[src/rtl/packet_buffer_bank.sv]
// Four-queue priority packet buffer: per-queue circular FIFOs with a one-hot pop port.
// Optional DROP_COUNTER_EN macro enables the saturating discarded-packet counter.
module packet_buffer_bank #(
  parameter int DATA_W = 4,
  parameter int DEPTH  = 6
) (
  input  logic              clk,
  input  logic              rst_n,
  input  logic              in_valid,
  input  logic [DATA_W-1:0] in_data,
  input  logic [1:0]        in_prio,
  input  logic [3:0]        read_from,
  output logic [2:0]        current_data_count0,
  output logic [2:0]        current_data_count1,
  output logic [2:0]        current_data_count2,
  output logic [2:0]        current_data_count3,
  output logic              out_valid,
  output logic [DATA_W-1:0] out_data,
  output logic [1:0]        out_queue,
  output logic              drop_pulse,
  output logic              read_err,
  output logic [7:0]        drop_count
);

  localparam logic [2:0] DEPTH_C = 3'(DEPTH);
  localparam logic [2:0] LAST_C  = 3'(DEPTH - 1);

  function automatic logic [2:0] bump(input logic [2:0] ptr);
    return (ptr == LAST_C) ? 3'd0 : ptr + 3'd1;
  endfunction

  logic [3:0][2:0]        count_vec;
  logic [3:0][DATA_W-1:0] head_vec;
  logic [3:0]             pop_hit;
  logic [3:0]             accept;
  logic                   multi_sel;
  logic                   pop_req;
  logic                   pop_valid;
  logic [1:0]             pop_sel;
  logic                   drop;

  always_comb begin
    pop_sel   = 2'd0;
    multi_sel = (read_from & (read_from - 4'd1)) != 4'd0;
    pop_req   = (read_from != 4'd0) && !multi_sel;
    for (int i = 0; i < 4; i++) begin
      if (read_from[i]) pop_sel = 2'(i);
    end
  end

  // An empty queue never pops, even when it is being written on the same edge.
  assign pop_valid = pop_req && (count_vec[pop_sel] != 3'd0);
  assign drop      = in_valid && (count_vec[in_prio] == DEPTH_C) && !pop_hit[in_prio];

  generate
    for (genvar gi = 0; gi < 4; gi++) begin : g_queue
      logic [2:0]        wptr_reg;
      logic [2:0]        rptr_reg;
      logic [2:0]        count_reg;
      logic [DATA_W-1:0] mem [DEPTH];
      logic              wr_hit;

      assign wr_hit      = in_valid && (in_prio == 2'(gi));
      assign pop_hit[gi] = pop_valid && (pop_sel == 2'(gi));
      // A full queue still accepts a write when its head leaves on the same edge.
      assign accept[gi]  = wr_hit && ((count_reg != DEPTH_C) || pop_hit[gi]);

      always_ff @(posedge clk or negedge rst_n) begin
        if (!rst_n) begin
          wptr_reg  <= 3'd0;
          rptr_reg  <= 3'd0;
          count_reg <= 3'd0;
        end else begin
          if (accept[gi]) wptr_reg <= bump(wptr_reg);
          if (pop_hit[gi]) rptr_reg <= bump(rptr_reg);
          count_reg <= count_reg + 3'(accept[gi]) - 3'(pop_hit[gi]);
        end
      end

      always_ff @(posedge clk) begin
        if (accept[gi]) mem[wptr_reg] <= in_data;
      end

      assign count_vec[gi] = count_reg;
      assign head_vec[gi]  = mem[rptr_reg];
    end
  endgenerate

  logic              out_valid_reg;
  logic [DATA_W-1:0] out_data_reg;
  logic [1:0]        out_queue_reg;
  logic              drop_pulse_reg;
  logic              read_err_reg;

  always_ff @(posedge clk or negedge rst_n) begin
    if (!rst_n) begin
      out_valid_reg  <= 1'b0;
      out_data_reg   <= '0;
      out_queue_reg  <= 2'd0;
      drop_pulse_reg <= 1'b0;
      read_err_reg   <= 1'b0;
    end else begin
      out_valid_reg  <= pop_valid;
      drop_pulse_reg <= drop;
      read_err_reg   <= multi_sel;
      if (pop_valid) begin
        out_data_reg  <= head_vec[pop_sel];
        out_queue_reg <= pop_sel;
      end
    end
  end

`ifdef DROP_COUNTER_EN
  logic [7:0] drop_count_reg;

  always_ff @(posedge clk or negedge rst_n) begin
    if (!rst_n) begin
      drop_count_reg <= 8'd0;
    end else if (drop && (drop_count_reg != 8'hFF)) begin
      drop_count_reg <= drop_count_reg + 8'd1;
    end
  end

  assign drop_count = drop_count_reg;
`else
  assign drop_count = 8'd0;
`endif

  assign current_data_count0 = count_vec[0];
  assign current_data_count1 = count_vec[1];
  assign current_data_count2 = count_vec[2];
  assign current_data_count3 = count_vec[3];
  assign out_valid  = out_valid_reg;
  assign out_data   = out_data_reg;
  assign out_queue  = out_queue_reg;
  assign drop_pulse = drop_pulse_reg;
  assign read_err   = read_err_reg;

endmodule

[config.mk]
export PLATFORM = sky130hd
export DESIGN_NAME = packet_buffer_bank
export DESIGN_NICKNAME = d
export VERILOG_FILES = /design/src/rtl/packet_buffer_bank.sv
export SDC_FILE = /design/constraint.sdc
export NUM_CORES = 1
export LEC_CHECK = 0
export ABC_AREA = 0
export CELL_PAD_IN_SITES_DETAIL_PLACEMENT = 0
export CELL_PAD_IN_SITES_GLOBAL_PLACEMENT = 2
export CORE_MARGIN = 4
export CORE_UTILIZATION = 42
export DETAILED_ROUTE_END_ITERATION = 10
export GPL_TIMING_DRIVEN = 0
export PLACE_DENSITY_LB_ADDON = 0.1
export SYNTH_ARGS = -nofsm -noshare
export SYNTH_HDL_FRONTEND = slang
export SYNTH_SLANG_ARGS = --single-unit
[constraint.sdc]
create_clock -name clk -period 3 [get_ports clk]
set_clock_uncertainty 0.2 [all_clocks]
set_input_delay 0.3 -clock clk [delete_from_list [all_inputs] [get_ports clk]]
set_output_delay 0.3 -clock clk [all_outputs]
set_load 0.03 [all_outputs]
==> metrics.txt, run 1 <==
kind of critical path=in -> reg; r2r startpoint=current_data_count1[0]; nets=529; Total GRT Usage=16.91%; Worst EP required=3.13 ns; status=complete, no violations; share of layout cells above drive strength 1=21.88%; drt pass-1 iters=4; row count=44; Cell variety after synth=66; Final Total Pwr=0.007139 W; initial antenna violation count=0; design area=0.007734 mm²; Synth Flop Type=edfxtp_1; Lkg Pwr=2.808 nW; startpoint of the worst hold path=read_from[1]; Max clock buf depth=2; Detail Route Antenna Nets=0; largest net degree at the start of global routing=27; post-synthesis async set-or-reset flop share=31.91%; Largest register FFs=96; Vias/cell=5.275; WL final=13090 µm; EDFF count, synth=96; die area=0.01704 mm²; Power Density=923.0 mW/mm²; peak supply drop=0.5450 mV; Clock Tree Root=clkbuf_16; sequential share of the synthesized area=63.57%; Min-Delay Endpoint=out_queue[0]; PortBufs=32; Final Max Tran Viols=0; core area=0.01464 mm²; CP Max Fanout=10; Syn Inst Count=440; 1st-iter DRT viols=237; DP Cell Count=664; worst reg2reg path depth=11; max-cap violations=0; RSZ-0062 raised after global routing=yes; global route overflow=0; Startpoint Class=input pin; CTS buffer count=17; CTS H-Tree Depth=4; Worst-Margin Slew=1.005 ns; Syn-to-layout area delta=22.64%; top cells by area, synth=edfxtp_1 (46%), dfrtp_1 (18%), mux4_2 (5.7%); Reg area=0.004009 mm²; min-delay worst type=in -> reg; Setup violations, final=0; critical path arrival=3.05 ns; Crit. End Element=register; routed vias=3719; Residual DRC=0; clk slew on worst S/H paths=0.05 ns; Filler cells=1230; Initial Utilization=43.06%; Reg2Reg Capture Point=current_data_count0[2]; Yosys top cell by area=edfxtp_1; Non-Filler Instances=705; global-route wire length before repair=21040 µm; DP Area=0.006898 mm²; Die Y=130.5 µm; flop2flop setup slack=0.14 ns; Die X=130.5 µm; vias in the first global route=3764; Multi-input gate area=0.002211 mm²; Max Clk Rate=343.2 MHz; Syn. warnings=0; clock latency on the worst-skew pair=0.42 ns; Detailed Place HPWL=9395 µm; Core Util, Final=52.81%; ANT cells=0; crit share post-route=97.11%; drt wl/cell=18.57 µm; routability cong.=0.7877; CTS tree=built; final hold violations=0; synthesized area per cell=14.33 µm²; synthesized cell area=0.006306 mm²; Synth top area share=45.71%; Hold Crit Depth=4; clock sinks=141; num ports=42; Tmin final=2.913 ns; Slew Limit Headroom=32.79%; Synth Register Bits=141
[per-layer routing]
layer | GRT usage (%) | vias up | share of wire [%]
li1 | - | 1785 | -
met1 | 23.89 | 1842 | 48
met2 | 25.94 | 79 | 47
met3 | 4.472 | 13 | 4.4
met4 | 4.961 | 0 | 1.2
met5 | 0 | - | 0
[critical path, stage by stage]
cell and delay (ns):
dlygate4sd2_1 0.27, buf_6 0.15, or3b_4 0.39, buf_6 0.15, o22a_4 0.27, a32o_2 0.34
o21ai_0 0.18, nand2_1 0.08, ha_1 0.19, fa_1 0.40, xnor2_1 0.19, xnor2_1 0.14
[Yosys cell counts (2+ instances only)]
library cell and count:
and3_1 3, o311ai_0 2, edfxtp_1 96, a211oi_1 3, clkbuf_1 9, buf_4 9, inv_1 14, nor4_1 3
mux2_4 2, o211ai_1 5, nor4b_2 2, nand3_1 8, xnor2_1 13, a31oi_1 2, nor4b_1 2, nor2_1 35
nor2b_1 7, nor3_1 10, dfrtp_1 45, nand3b_1 5, a21oi_1 14, o22ai_1 3, buf_2 4, mux2i_1 18
mux2_2 9, fa_1 4, o21ai_0 19, buf_6 3, ha_1 4, nand2_1 25, mux4_2 16, nand2b_1 4
xor2_1 2, o21a_1 2, o2bb2ai_1 4, a41oi_1 2, nor3b_1 2, and3b_1 2
[cell type report]
class                   instances  share of cell area (%)
multi-input cells             265                   28.59
repair buffers                 42                   5.371
clock inverters                 3                  0.8736
flip-flops and latches        141                   51.84
well taps                     184                   2.977
clock buffers                  29                   7.426
plain buffers                  26                   2.168
inverters                      15                  0.7604
[logic make-up (layout without fill, tap and decap cells)]
group	after synthesis	count (layout)	synth area share, %
flops	141	141	63.57
simple gates	118	118	9.862
compound gates	70	70	8.076
mux	46	46	10.83
buf+inv	41	115	3.452
xor+xnor	15	15	2.083
fa+ha+maj	8	8	2.064
other cells	1	8	0.05947
[layout by cell type (no fill, tap or decap), types with 3 or more instances in the layout]
master and n:
a211oi_1 3, a21oi_1 14, and3_1 3, buf_2 4, buf_4 16, buf_6 4, clkbuf_1 13, clkbuf_16 20
clkbuf_8 4, clkdlybuf4s50_1 29, conb_1 8, dfrtp_1 45, edfxtp_1 96, ha_1 3, inv_1 14, mux2_2 9
mux2i_1 17, mux4_2 16, nand2_1 24, nand2b_1 4, nand3_1 5, nand3b_1 5, nor2_1 35, nor2b_1 7
nor3_1 9, nor4_2 3, nor4b_2 3, o211ai_1 5, o21ai_0 18, o22ai_1 3, o2bb2ai_1 4, xnor2_1 12
[how the worst max path moves through the flow]
| stage | startpoint | to | slack (ns) | cells after the start |
|---|---|---|---|---|
| finish | read_from[2] | current_data_count0[2] | 0.09 | 12 |
| global route | read_from[2] | current_data_count0[2] | -0.0001 | 12 |
| CTS | read_from[2] | current_data_count2[2] | 0.02 | 13 |
| detailed placement | read_from[3] | current_data_count3[2] | -0.79 | 13 |
| global placement | read_from[3] | g_queue[1].mem[4][1] | -0.75 | 7 |
| floorplan | read_from[3] | current_data_count3[2] | 0.03 | 12 |
[power breakdown]
| part | internal [W] | switching, W |
|---|---|---|
| registers | 0.00243 | 0.000377 |
| clock network | 0.00147 | 0.000754 |
| logic | 0.000989 | 0.00112 |
| total | 0.00488 | 0.00225 |
[through the flow]
stage	setup slack [ns]	hold slack (ns)	setup TNS, ns
2_1_floorplan	0.03165	-0.1956	0
3_3_place_gp	-0.7527	0.2614	-36.52
3_5_place_dp	-0.7853	0.1086	-37.89
4_1_cts	0.02331	0.1630	0
5_1_grt	-0.0001121	0.1940	-0.0001121
6_report	0.08659	0.1630	0
[timing repair]
action                     4_1_cts  5_1_grt
hold endpoints to repair        19        0
setup endpoints to repair       47       25
resized for setup               17       11
hold buffers                     1        0
buffers inserted                 4        4
pin swaps                        4        5
No activity file was read; power rests on OpenSTA's default activity.
==> inputs of run 2 (changes only) <==
--- a/config.mk
+++ b/config.mk
@@ -12,7 +12,8 @@
 export CORE_UTILIZATION = 42
 export DETAILED_ROUTE_END_ITERATION = 10
 export GPL_TIMING_DRIVEN = 0
-export PLACE_DENSITY_LB_ADDON = 0.1
+export PLACE_DENSITY = 0.8
+export SLEW_MARGIN = 20
 export SYNTH_ARGS = -nofsm -noshare
 export SYNTH_HDL_FRONTEND = slang
 export SYNTH_SLANG_ARGS = --single-unit
==> metrics.txt, run 2 (synthesized netlist as in run 1, its figures left out) <==
status=complete, no violations; Power Density=928.9 mW/mm²; r2r startpoint=current_data_count1[0]; Setup violations, final=0; Min-Delay Endpoint=out_queue[0]; clk slew on worst S/H paths=0.05 ns; Clock Tree Root=clkbuf_16; Startpoint Class=input pin; design area=0.007699 mm²; die area=0.01704 mm²; Detailed Place HPWL=8981 µm; num ports=42; drt wl/cell=18.60 µm; internal power=0.004884 W; Die Y=130.5 µm; Largest register FFs=96; crit share post-route=96.07%; Worst-Margin Slew=0.9558 ns; WL final=13170 µm; share of layout cells above drive strength 1=20.80%; final hold violations=0; startpoint of the worst hold path=read_from[1]; setup TNS=0 ns; PortBufs=32; Die X=130.5 µm; Initial Utilization=43.06%; largest net degree at the start of global routing=46; Non-Filler Instances=708; clock sinks=141; Lkg Pwr=2.814 nW; CTS buffer count=17; CP Max Fanout=7; global route overflow=0; DP Cell Count=663; Tmin final=2.882 ns; vias in the first global route=3824; drt pass-1 iters=5; nets=532; Vias/cell=5.236; routed vias=3707; Clk pwr share=31.3%; core area=0.01464 mm²; routability cong.=0.7955; P_sw=0.002267 W; Crit. End Element=register; DP Area=0.006880 mm²; Total GRT Usage=16.79%; Logic pwr share=29.5%; Max clock buf depth=2; Hold Crit Depth=4; global-route wire length before repair=21070 µm; flop2flop setup slack=0.18 ns; kind of critical path=in -> reg; Residual DRC=0; Max Clk Rate=347.0 MHz; critical path arrival=2.97 ns; CTS H-Tree Depth=4; Syn-to-layout area delta=22.08%; Detail Route Antenna Nets=0; Final Max Tran Viols=0; max-cap violations=0; most common cell after layout, fill and taps aside=edfxtp_1; Reg2Reg Capture Point=current_data_count0[2]; most frequent cells in the layout=edfxtp_1 (96), dfrtp_1 (45), nor2_1 (35), clkdlybuf4s50_1 (29), nand2_1 (24); CTS tree=built; initial antenna violation count=0; sequential power share=39.2%; 1st-iter DRT viols=210; clock latency on the worst-skew pair=0.41 ns; Slew Limit Headroom=36.08%; row count=44; Net Sw Frac=31.70%; ANT cells=0; worst reg2reg path depth=11; Worst EP required=3.09 ns; RSZ-0062 raised after global routing=no; min-delay worst type=in -> reg; peak supply drop=0.4712 mV
==> run 2: metal layers <==
metal / wire (µm) / track usage [%] / up-vias
li1: - / - / 1787
met1: 6097 / 23.68 / 1833
met2: 6389 / 26.06 / 81
met3: 615 / 4.350 / 6
met4: 68 / 4.537 / 0
met5: 0 / 0 / -
==> run 2: how the worst max path moves through the flow <==
| stage | depth (start not counted) | start | end | slack (ns) |
|---|---|---|---|---|
| 6_report | 13 | read_from[2] | current_data_count0[2] | 0.12 |
| 4_1_cts | 11 | current_data_count3[1] | current_data_count0[2] | 0.05 |
| 2_1_floorplan | 12 | read_from[3] | current_data_count3[2] | 0.03 |
| 5_1_grt | 11 | current_data_count3[1] | current_data_count0[2] | 0.003 |
| 3_3_place_gp | 13 | read_from[3] | current_data_count3[2] | -0.71 |
| 3_5_place_dp | 7 | read_from[3] | g_queue[1].mem[4][1] | -0.78 |
==> run 2: worst max-delay path, stage by stage <==
cell and delay, ns:
dlygate4sd2_1 0.26, buf_6 0.13, or3b_1 0.38, buf_6 0.15
o22a_4 0.25, a32o_2 0.29, buf_4 0.15, o21ai_1 0.12
nand2_1 0.07, ha_1 0.20, fa_1 0.40, xnor2_1 0.14
xnor2_1 0.13
==> run 2: power by group through the flow <==
stage	Sequential [W]	Clock [W]	Combinational, W
2_1_floorplan	0.00299	0	0.00122
6_report	0.00280	0.00224	0.00211
4_1_cts	0.00281	0.00228	0.00212
3_5_place_dp	0.00283	0	0.00206
3_3_place_gp	0.00282	0	0.00203
5_1_grt	0.00287	0.00237	0.00232
==> run 2: stage by stage <==
step	total power, W	util [%]	hold slack (ns)	setup slack (ns)
3_3_place_gp	0.004841	47.00	0.2601	-0.7073
2_1_floorplan	0.004204	-	-0.1956	0.03165
3_5_place_dp	0.004887	46.98	0.1856	-0.7753
5_1_grt	0.007560	52.57	0.2302	0.003030
6_report	0.007152	52.57	0.1852	0.1178
4_1_cts	0.007217	52.32	0.1642	0.05468
==> run 2: final cells by class <==
| cell class | count | area, µm² |
|---|---|---|
| Sequential cell | 141 | 4009 |
| Buffer | 26 | 167.7 |
| Timing Repair Buffer | 45 | 415.4 |
| Tap cell | 184 | 230.2 |
| Clock inverter | 12 | 192.7 |
| Inverter | 15 | 58.81 |
| Fill cell | 1254 | 6945 |
| Clock buffer | 20 | 436.7 |
| Multi-Input combinational cell | 265 | 2188 |
==> run 2: timing repair <==
| item | CTS | global route |
|---|---|---|
| resized for setup | 19 | 3 |
| endpoints found under the hold margin | 45 | 0 |
| pin swaps | 6 | 2 |
| setup endpoints to repair | 39 | 5 |
| setup buffers | 9 | 3 |
| hold buffers | 1 | 0 |
